===== src/rtl/decode_pkg.sv =====
// Shared decode types: RV opcode map, instruction format codes, the decoded
// field bundle and the stage's occupancy states.
package decode_pkg;

    localparam logic [6:0] OPC_OP        = 7'b0110011;
    localparam logic [6:0] OPC_OP_IMM    = 7'b0010011;
    localparam logic [6:0] OPC_LOAD      = 7'b0000011;
    localparam logic [6:0] OPC_JALR      = 7'b1100111;
    localparam logic [6:0] OPC_SYSTEM    = 7'b1110011;
    localparam logic [6:0] OPC_MISC_MEM  = 7'b0001111;
    localparam logic [6:0] OPC_STORE     = 7'b0100011;
    localparam logic [6:0] OPC_BRANCH    = 7'b1100011;
    localparam logic [6:0] OPC_LUI       = 7'b0110111;
    localparam logic [6:0] OPC_AUIPC     = 7'b0010111;
    localparam logic [6:0] OPC_JAL       = 7'b1101111;
    localparam logic [6:0] OPC_OP_32     = 7'b0111011;
    localparam logic [6:0] OPC_OP_IMM_32 = 7'b0011011;

    typedef enum logic [2:0] {
        FMT_R    = 3'd0,
        FMT_I    = 3'd1,
        FMT_S    = 3'd2,
        FMT_B    = 3'd3,
        FMT_U    = 3'd4,
        FMT_J    = 3'd5,
        FMT_NONE = 3'd6
    } fmt_e;

    typedef enum logic [1:0] {
        ST_EMPTY = 2'd0,
        ST_FULL  = 2'd1,
        ST_SKID  = 2'd2
    } state_e;

    // Fixed-width decoded fields; imm and pc are parameter-sized, so the
    // stage wraps this bundle together with them in its own entry type.
    typedef struct packed {
        logic [6:0] opcode;
        logic [2:0] funct3;
        logic [6:0] funct7;
        logic [4:0] rd;
        logic [4:0] rs1;
        logic [4:0] rs2;
        fmt_e       fmt;
        logic       rd_we;
        logic       illegal;
    } dec_bundle_t;

    function automatic fmt_e opc_fmt(input logic [6:0] opc, input logic rv64);
        fmt_e f;
        case (opc)
            OPC_OP:                                  f = FMT_R;
            OPC_OP_IMM, OPC_LOAD, OPC_JALR,
            OPC_SYSTEM, OPC_MISC_MEM:                f = FMT_I;
            OPC_STORE:                               f = FMT_S;
            OPC_BRANCH:                              f = FMT_B;
            OPC_LUI, OPC_AUIPC:                      f = FMT_U;
            OPC_JAL:                                 f = FMT_J;
            OPC_OP_32:                               f = rv64 ? FMT_R : FMT_NONE;
            OPC_OP_IMM_32:                           f = rv64 ? FMT_I : FMT_NONE;
            default:                                 f = FMT_NONE;
        endcase
        return f;
    endfunction

endpackage


===== src/rtl/decode_imm_gen.sv =====
// Immediate generator: builds the 32-bit RV immediate for the given format,
// then sign-extends it to XLEN. R and NONE yield zero.
module imm_gen
    import decode_pkg::*;
#(
    parameter int XLEN = 32
) (
    input  logic [31:0]     inst_i,
    input  logic [2:0]      fmt_i,
    output logic [XLEN-1:0] imm_o
);

    logic [31:0] imm32;

    always_comb begin
        imm32 = '0;
        case (fmt_e'(fmt_i))
            FMT_I: imm32 = {{20{inst_i[31]}}, inst_i[31:20]};
            FMT_S: imm32 = {{20{inst_i[31]}}, inst_i[31:25], inst_i[11:7]};
            FMT_B: imm32 = {{19{inst_i[31]}}, inst_i[31], inst_i[7], inst_i[30:25],
                            inst_i[11:8], 1'b0};
            FMT_U: imm32 = {inst_i[31:12], 12'b0};
            FMT_J: imm32 = {{11{inst_i[31]}}, inst_i[31], inst_i[19:12], inst_i[20],
                            inst_i[30:21], 1'b0};
            default: imm32 = '0;
        endcase
    end

    // Size cast of a signed operand sign-extends for XLEN=64.
    assign imm_o = XLEN'($signed(imm32));

endmodule


===== src/rtl/decode_stage.sv =====
// Registered RV32/RV64 decode stage: combinational field decode feeding a
// 2-entry skid buffer with valid/ready on both sides and a flush input.
module decode_stage
    import decode_pkg::*;
#(
    parameter int XLEN  = 32,
    parameter int PC_W  = 32,
    parameter int HAS_M = 1
) (
    input  logic            clk,
    input  logic            rst_n,
    input  logic            flush,
    input  logic            in_valid,
    output logic            in_ready,
    input  logic [31:0]     in_inst,
    input  logic [PC_W-1:0] in_pc,
    output logic            out_valid,
    input  logic            out_ready,
    output logic [6:0]      out_opcode,
    output logic [2:0]      out_funct3,
    output logic [6:0]      out_funct7,
    output logic [4:0]      out_rd,
    output logic [4:0]      out_rs1,
    output logic [4:0]      out_rs2,
    output logic [2:0]      out_fmt,
    output logic [XLEN-1:0] out_imm,
    output logic            out_rd_we,
    output logic            out_illegal,
    output logic [PC_W-1:0] out_pc
);

    typedef struct packed {
        dec_bundle_t     f;
        logic [XLEN-1:0] imm;
        logic [PC_W-1:0] pc;
    } entry_t;

    state_e state_q, state_d;
    entry_t main_q, main_d, skid_q, skid_d, dec;

    fmt_e            fmt;
    logic [XLEN-1:0] imm_raw;
    logic            f7_ok, illegal, accept, consume;

    // ---------------- field decode ----------------
    assign fmt   = opc_fmt(in_inst[6:0], XLEN == 64);
    assign f7_ok = (in_inst[31:25] == 7'h00) || (in_inst[31:25] == 7'h20) ||
                   ((HAS_M != 0) && (in_inst[31:25] == 7'h01));
    assign illegal = (in_inst[1:0] != 2'b11) || (fmt == FMT_NONE) ||
                     ((fmt == FMT_R) && !f7_ok);

    imm_gen #(.XLEN(XLEN)) u_imm_gen (
        .inst_i (in_inst),
        .fmt_i  (fmt),
        .imm_o  (imm_raw)
    );

    always_comb begin
        dec            = '0;
        dec.f.opcode   = in_inst[6:0];
        dec.f.funct3   = in_inst[14:12];
        dec.f.funct7   = in_inst[31:25];
        dec.f.rd       = in_inst[11:7];
        dec.f.rs1      = in_inst[19:15];
        dec.f.rs2      = in_inst[24:20];
        dec.f.fmt      = fmt;
        dec.f.illegal  = illegal;
        // SYSTEM/MISC-MEM are I-format but never produce a GPR write here.
        dec.f.rd_we    = !illegal && (in_inst[11:7] != 5'd0) &&
                         (fmt inside {FMT_R, FMT_I, FMT_U, FMT_J}) &&
                         (in_inst[6:0] != OPC_SYSTEM) && (in_inst[6:0] != OPC_MISC_MEM);
        dec.imm        = illegal ? '0 : imm_raw;
        dec.pc         = in_pc;
    end

    // ---------------- skid buffer FSM ----------------
    assign in_ready  = (state_q != ST_SKID);
    assign out_valid = (state_q != ST_EMPTY);
    assign accept    = in_valid && in_ready;
    assign consume   = out_valid && out_ready;

    always_ff @(posedge clk) begin
        if (!rst_n) begin
            state_q <= ST_EMPTY;
            main_q  <= '0;
            skid_q  <= '0;
        end else begin
            state_q <= state_d;
            main_q  <= main_d;
            skid_q  <= skid_d;
        end
    end

    always_comb begin
        state_d = state_q;
        main_d  = main_q;
        skid_d  = skid_q;
        if (flush) begin
            state_d = ST_EMPTY;
        end else begin
            case (state_q)
                ST_EMPTY: if (accept) begin
                    main_d  = dec;
                    state_d = ST_FULL;
                end
                ST_FULL: begin
                    if (accept && consume) begin
                        main_d = dec;
                    end else if (accept) begin
                        skid_d  = dec;
                        state_d = ST_SKID;
                    end else if (consume) begin
                        state_d = ST_EMPTY;
                    end
                end
                ST_SKID: if (consume) begin
                    main_d  = skid_q;
                    state_d = ST_FULL;
                end
                default: state_d = ST_EMPTY;
            endcase
        end
    end

    assign out_opcode  = main_q.f.opcode;
    assign out_funct3  = main_q.f.funct3;
    assign out_funct7  = main_q.f.funct7;
    assign out_rd      = main_q.f.rd;
    assign out_rs1     = main_q.f.rs1;
    assign out_rs2     = main_q.f.rs2;
    assign out_fmt     = main_q.f.fmt;
    assign out_imm     = main_q.imm;
    assign out_rd_we   = main_q.f.rd_we;
    assign out_illegal = main_q.f.illegal;
    assign out_pc      = main_q.pc;

endmodule


===== config.mk =====
export PLATFORM = sky130hd
export DESIGN_NAME = decode_stage
export DESIGN_NICKNAME = d
export VERILOG_FILES = /design/src/rtl/decode_pkg.sv /design/src/rtl/decode_imm_gen.sv /design/src/rtl/decode_stage.sv
export SDC_FILE = /design/constraint.sdc
export NUM_CORES = 1
export LEC_CHECK = 0
export BUFFER_PORTS_ARGS = -buffer_cell sky130_fd_sc_hd__buf_2
export CORE_ASPECT_RATIO = 1.2
export CORE_MARGIN = 2
export CORE_UTILIZATION = 35
export CTS_CLUSTER_DIAMETER = 40
export CTS_CLUSTER_SIZE = 8
export DETAILED_ROUTE_END_ITERATION = 10
export GPL_TIMING_DRIVEN = 0
export HOLD_SLACK_MARGIN = 0.02
export PLACE_DENSITY_LB_ADDON = 0.2
export SLEW_MARGIN = 25
export SYNTH_ARGS = -nofsm -noshare
export SYNTH_HDL_FRONTEND = slang
export SYNTH_SLANG_ARGS = --single-unit

===== constraint.sdc =====
create_clock -name clk -period 3.25 [get_ports clk]
set_clock_uncertainty 0.15 [all_clocks]
set_input_delay 0.1625 -clock clk [delete_from_list [all_inputs] [get_ports clk]]
set_output_delay 0.1625 -clock clk [all_outputs]
set_load 0.01 [all_outputs]

==> impl_metrics.toml <==
[sta]
finalMaxSlewViolations = 0
tightest_slew_ns = 0.7248
hold_viol = 0
setup_violations_final = 0
layout_worst_path_cycle_share_pct = 96.93
min_period_ns = 3.150
rsz0062_at_grt = "no"
fmax_ghz = 0.3174
slew-limit-headroom_pct = 51.68

[die]
fp.dieArea_mm2 = 0.02712
top_level_ports = 172
width_of_the_die_um = 150.7
fp-row-count = 64
starting_density_of_the_core_pct = 35.48
dieHeight_um = 180.0
core-area_mm2 = 0.02546

[worst_hold_path]
hold_start = "in_inst[5]"
min_path_type = "input port to register"
cell_count_of_the_worst_hold_path = 5

[power]
worst_ir_drop_vdd_v = 0.0003736
p_clk_share_pct = 51.3
power_density_mw_per_mm2 = 558.7
combPwrFrac_pct = 9.8
switching_power_w = 0.001689
cellInternalPower_w = 0.005123
p_sw_share_pct = 24.79
p_seq_share_pct = 38.9
power.static_leakage_nw = 5.487

[status]
outcome = "complete, no violations"

[drt]
route.vias.total = 8996
via_per_inst = 5.252
detail_route.first_pass.iterations = 5
routedWlPerCell_um = 18.67
routed_wl_um = 31980
route.detailed.drc = 0
drt-initial-drc-count = 533
postRouteAntennaNets = 0

[clocking]
cts_max_level = 2
tritoncts_clock_tree = "built"
clk_path_buf_depth = 3
worst_setup_hold_path_clk_slew_ns = 0.05
clkSinkCount = 204
clockRootBuffer = "clkbuf_16"
cts.repair_timing.setup_buffer_count = 0
clock_latency_ns = 0.51
cts_made_buffers = 37

[finish]
post-route-util_pct = 47.88
layout.cells.most_common = "nand2_1"
drive_above_1_share_pct = 18.60
mostFrequentLayoutCells = "268 x nand2_1, 204 x dfxtp_1, 181 x buf_2"
area_growth_pct = 34.97
post_layout_nonfiller_instances = 1713
final_net_count = 1433
filler_cell_count = 2554

[setup_path]
cp_slowest_cell = "or4b_1"
cell_count_of_the_worst_reg_to_reg_path = 6
path_delay_family = "simple AND/OR/NAND/NOR gates"
worstSetupPathType = "input port to register"
critical_path.max_fanout = 7
cpPeakStageDelay_ns = 0.63
worst_setup_path_start_kind = "input port"
crit_path_cell_trace = "dlygate4sd3_1, buf_2, or4b_1, nor2_4, inv_2, ha_1, o41ai_2, and3b_1, a211oi_4, and4_1, buf_4, a22o_1"
cp.buffers_inverters = 4
critical_register_to_register_path_startpoint = "state_q[1]$_SDFFE_PP0P_"
path_depth = 12
timing.critical_path.from = "in_inst[2]"
timing.critical_path.to_type = "register"
crit_arrival_ns = 3.45
worstPathRequired_ns = 3.55

[grt]
grt_max_degree = 11
grt.overflow.total = 0
grt_first_pass_wirelength_um = 49690
grt_pass1_vias = 8888
initial_antenna_violation_count = 1
globalRouteTotalUtil_pct = 23.32

[yosys]
yosys_register_bits = 204
yosysWarnings = 0
ys_async_sr_fraction_pct = 0
yosys.area_share.simple_pct = 21.54
netlist.area_leader.share_pct = 45.21
yosys_cell_types = 57
synthXorXnorAreaFrac_pct = 0.09695
synth-edff-count = 0
avgSynthCellArea_um2 = 8.357
synth_flop_cell = "dfxtp_1"
largest_family_of_logic_cells_by_synthesized_area = "compound AO/OA/AOI/OAI gates"
post_synth_inst_count = 1081
mappedNetlistArea_mm2 = 0.009034
sequential_area_share_after_synthesis_pct = 45.21
yosys.area.top_type = "dfxtp_1"
netlist_top_cells_area = "dfxtp_1 45%, nand2_1 11%, o211a_1 7.2%"
adder_and_majority_gate_portion_of_the_synthesized_area_pct = 0.1385
synth-compound-area-share_pct = 28.09
postSynthNetCount = 1151
yosys-mux-area-fraction_pct = 0.1108

[placed_design]
gpl.final_weighted_congestion = 0.9244
placement.io_buffers = 169
place.detailed.hpwl_um = 23090
dpl.cell_count = 1580

[job]
max-cap-violations = 0
registers in the layout, summed over array words and instances (netlist names):
name	cells
out_rs2	5
out_rd	5
out_funct3	3
skid_q	101
out_illegal	1
out_fmt	3
state_q	2
out_funct7	7
out_pc	32
out_opcode	7
out_rs1	5
out_imm	32
out_rd_we	1
through the flow:
step / hold slack, ns / setup TNS, ns / total power [W] / area, µm² / setup slack, ns
detailed placement: 0.2428 / -3.420 / 0.003298 / 10290 / -0.2519
CTS: 0.1683 / 0 / 0.006876 / 12150 / 0.01040
finish: 0.1778 / 0 / 0.006812 / 12190 / 0.09961
global route: 0.2077 / 0 / 0.007061 / 12190 / 0.001646
floorplan: 0.08924 / 0 / 0.003014 / 9034 / 0.5960
global placement: 0.2414 / -4.907 / 0.003297 / 10290 / -0.3108
layer usage:
metal	wire length, µm	GRT usage (%)	up-vias
met5	0	0	-
met4	853	7.551	0
met3	2059	5.000	62
met2	15470	39.80	289
met1	13590	29.04	4247
li1	-	-	4398
layout make-up:
class                      instances  area (µm²)  area share (%)
timing repair buffer             243        1587           13.01
antenna                            1       2.502         0.02052
clock inverter                    11       71.32          0.5849
sequential                       204        4084           33.49
tap                              330       412.9           3.386
multi-input combinational        769        4554           37.35
inverter                           8       30.03          0.2463
buffer                           100       405.4           3.325
clock buffer                      47        1046           8.579
cells by family after synthesis:
family,Yosys count
buffers and inverters,108
muxes,1
DFF,204
AOI/OAI and AO/OA,336
adders and majority gates,1
xor gates and xnor gates,1
and+or+nand+nor,430
what timing repair did:
| action | in CTS | in global routing |
|---|---|---|
| endpoints found under the setup margin | 0 | 58 |
| hold endpoints to repair | 145 | 0 |
| hold buffers | 74 | 0 |
| resized for setup | 0 | 6 |
tightest hold or removal path, delay by kind of cell:
kind	cells	cell delay [ns]
buffers and inverters	2	0.31
AO/OA/AOI/OAI	1	0.14
AND/OR/NAND/NOR	2	0.17
worst paths after layout:
| kind | to | slack (ns) |
|---|---|---|
| max | skid_q[38]$_SDFFE_PN0P_ | 0.1 |
| min | out_opcode[5]$_SDFFE_PN0P_ | 0.18 |
| max reg2reg | state_q[1]$_SDFFE_PP0P_ | 0.25 |
| min reg2reg | skid_q[22]$_SDFFE_PN0P_ | 0.31 |
cell usage after synthesis (2+ instances only):
cell type / number
nand2_1: 269
dfxtp_1: 204
clkbuf_1: 79
nand3_1: 71
a21boi_0: 67
o211a_1: 65
a21oi_1: 61
o21ai_0: 42
a32oi_1: 33
nor2b_1: 28
a21o_1: 21
buf_2: 12
o211ai_1: 12
a22oi_1: 11
nor3_1: 11
nor2_1: 9
nand4_1: 8
a22o_1: 6
inv_1: 6
buf_1: 5
and2_1: 4
buf_4: 4
nor3b_1: 4
a211oi_1: 3
nand2b_1: 3
o31a_1: 3
or3_1: 3
or4_1: 3
a211oi_4: 2
and3b_1: 2
inv_2: 2
nand3b_1: 2
o2111a_1: 2
power by group through the flow:
stage / combinational [W] / sequential [W] / clock (W)
floorplan: 0.000281 / 0.00273 / 0
global placement: 0.000599 / 0.00270 / 0
detailed placement: 0.000600 / 0.00270 / 0
CTS: 0.000667 / 0.00265 / 0.00356
global route: 0.000732 / 0.00266 / 0.00367
finish: 0.000670 / 0.00265 / 0.00349
Note: power is estimated with default switching activity, not from simulation.
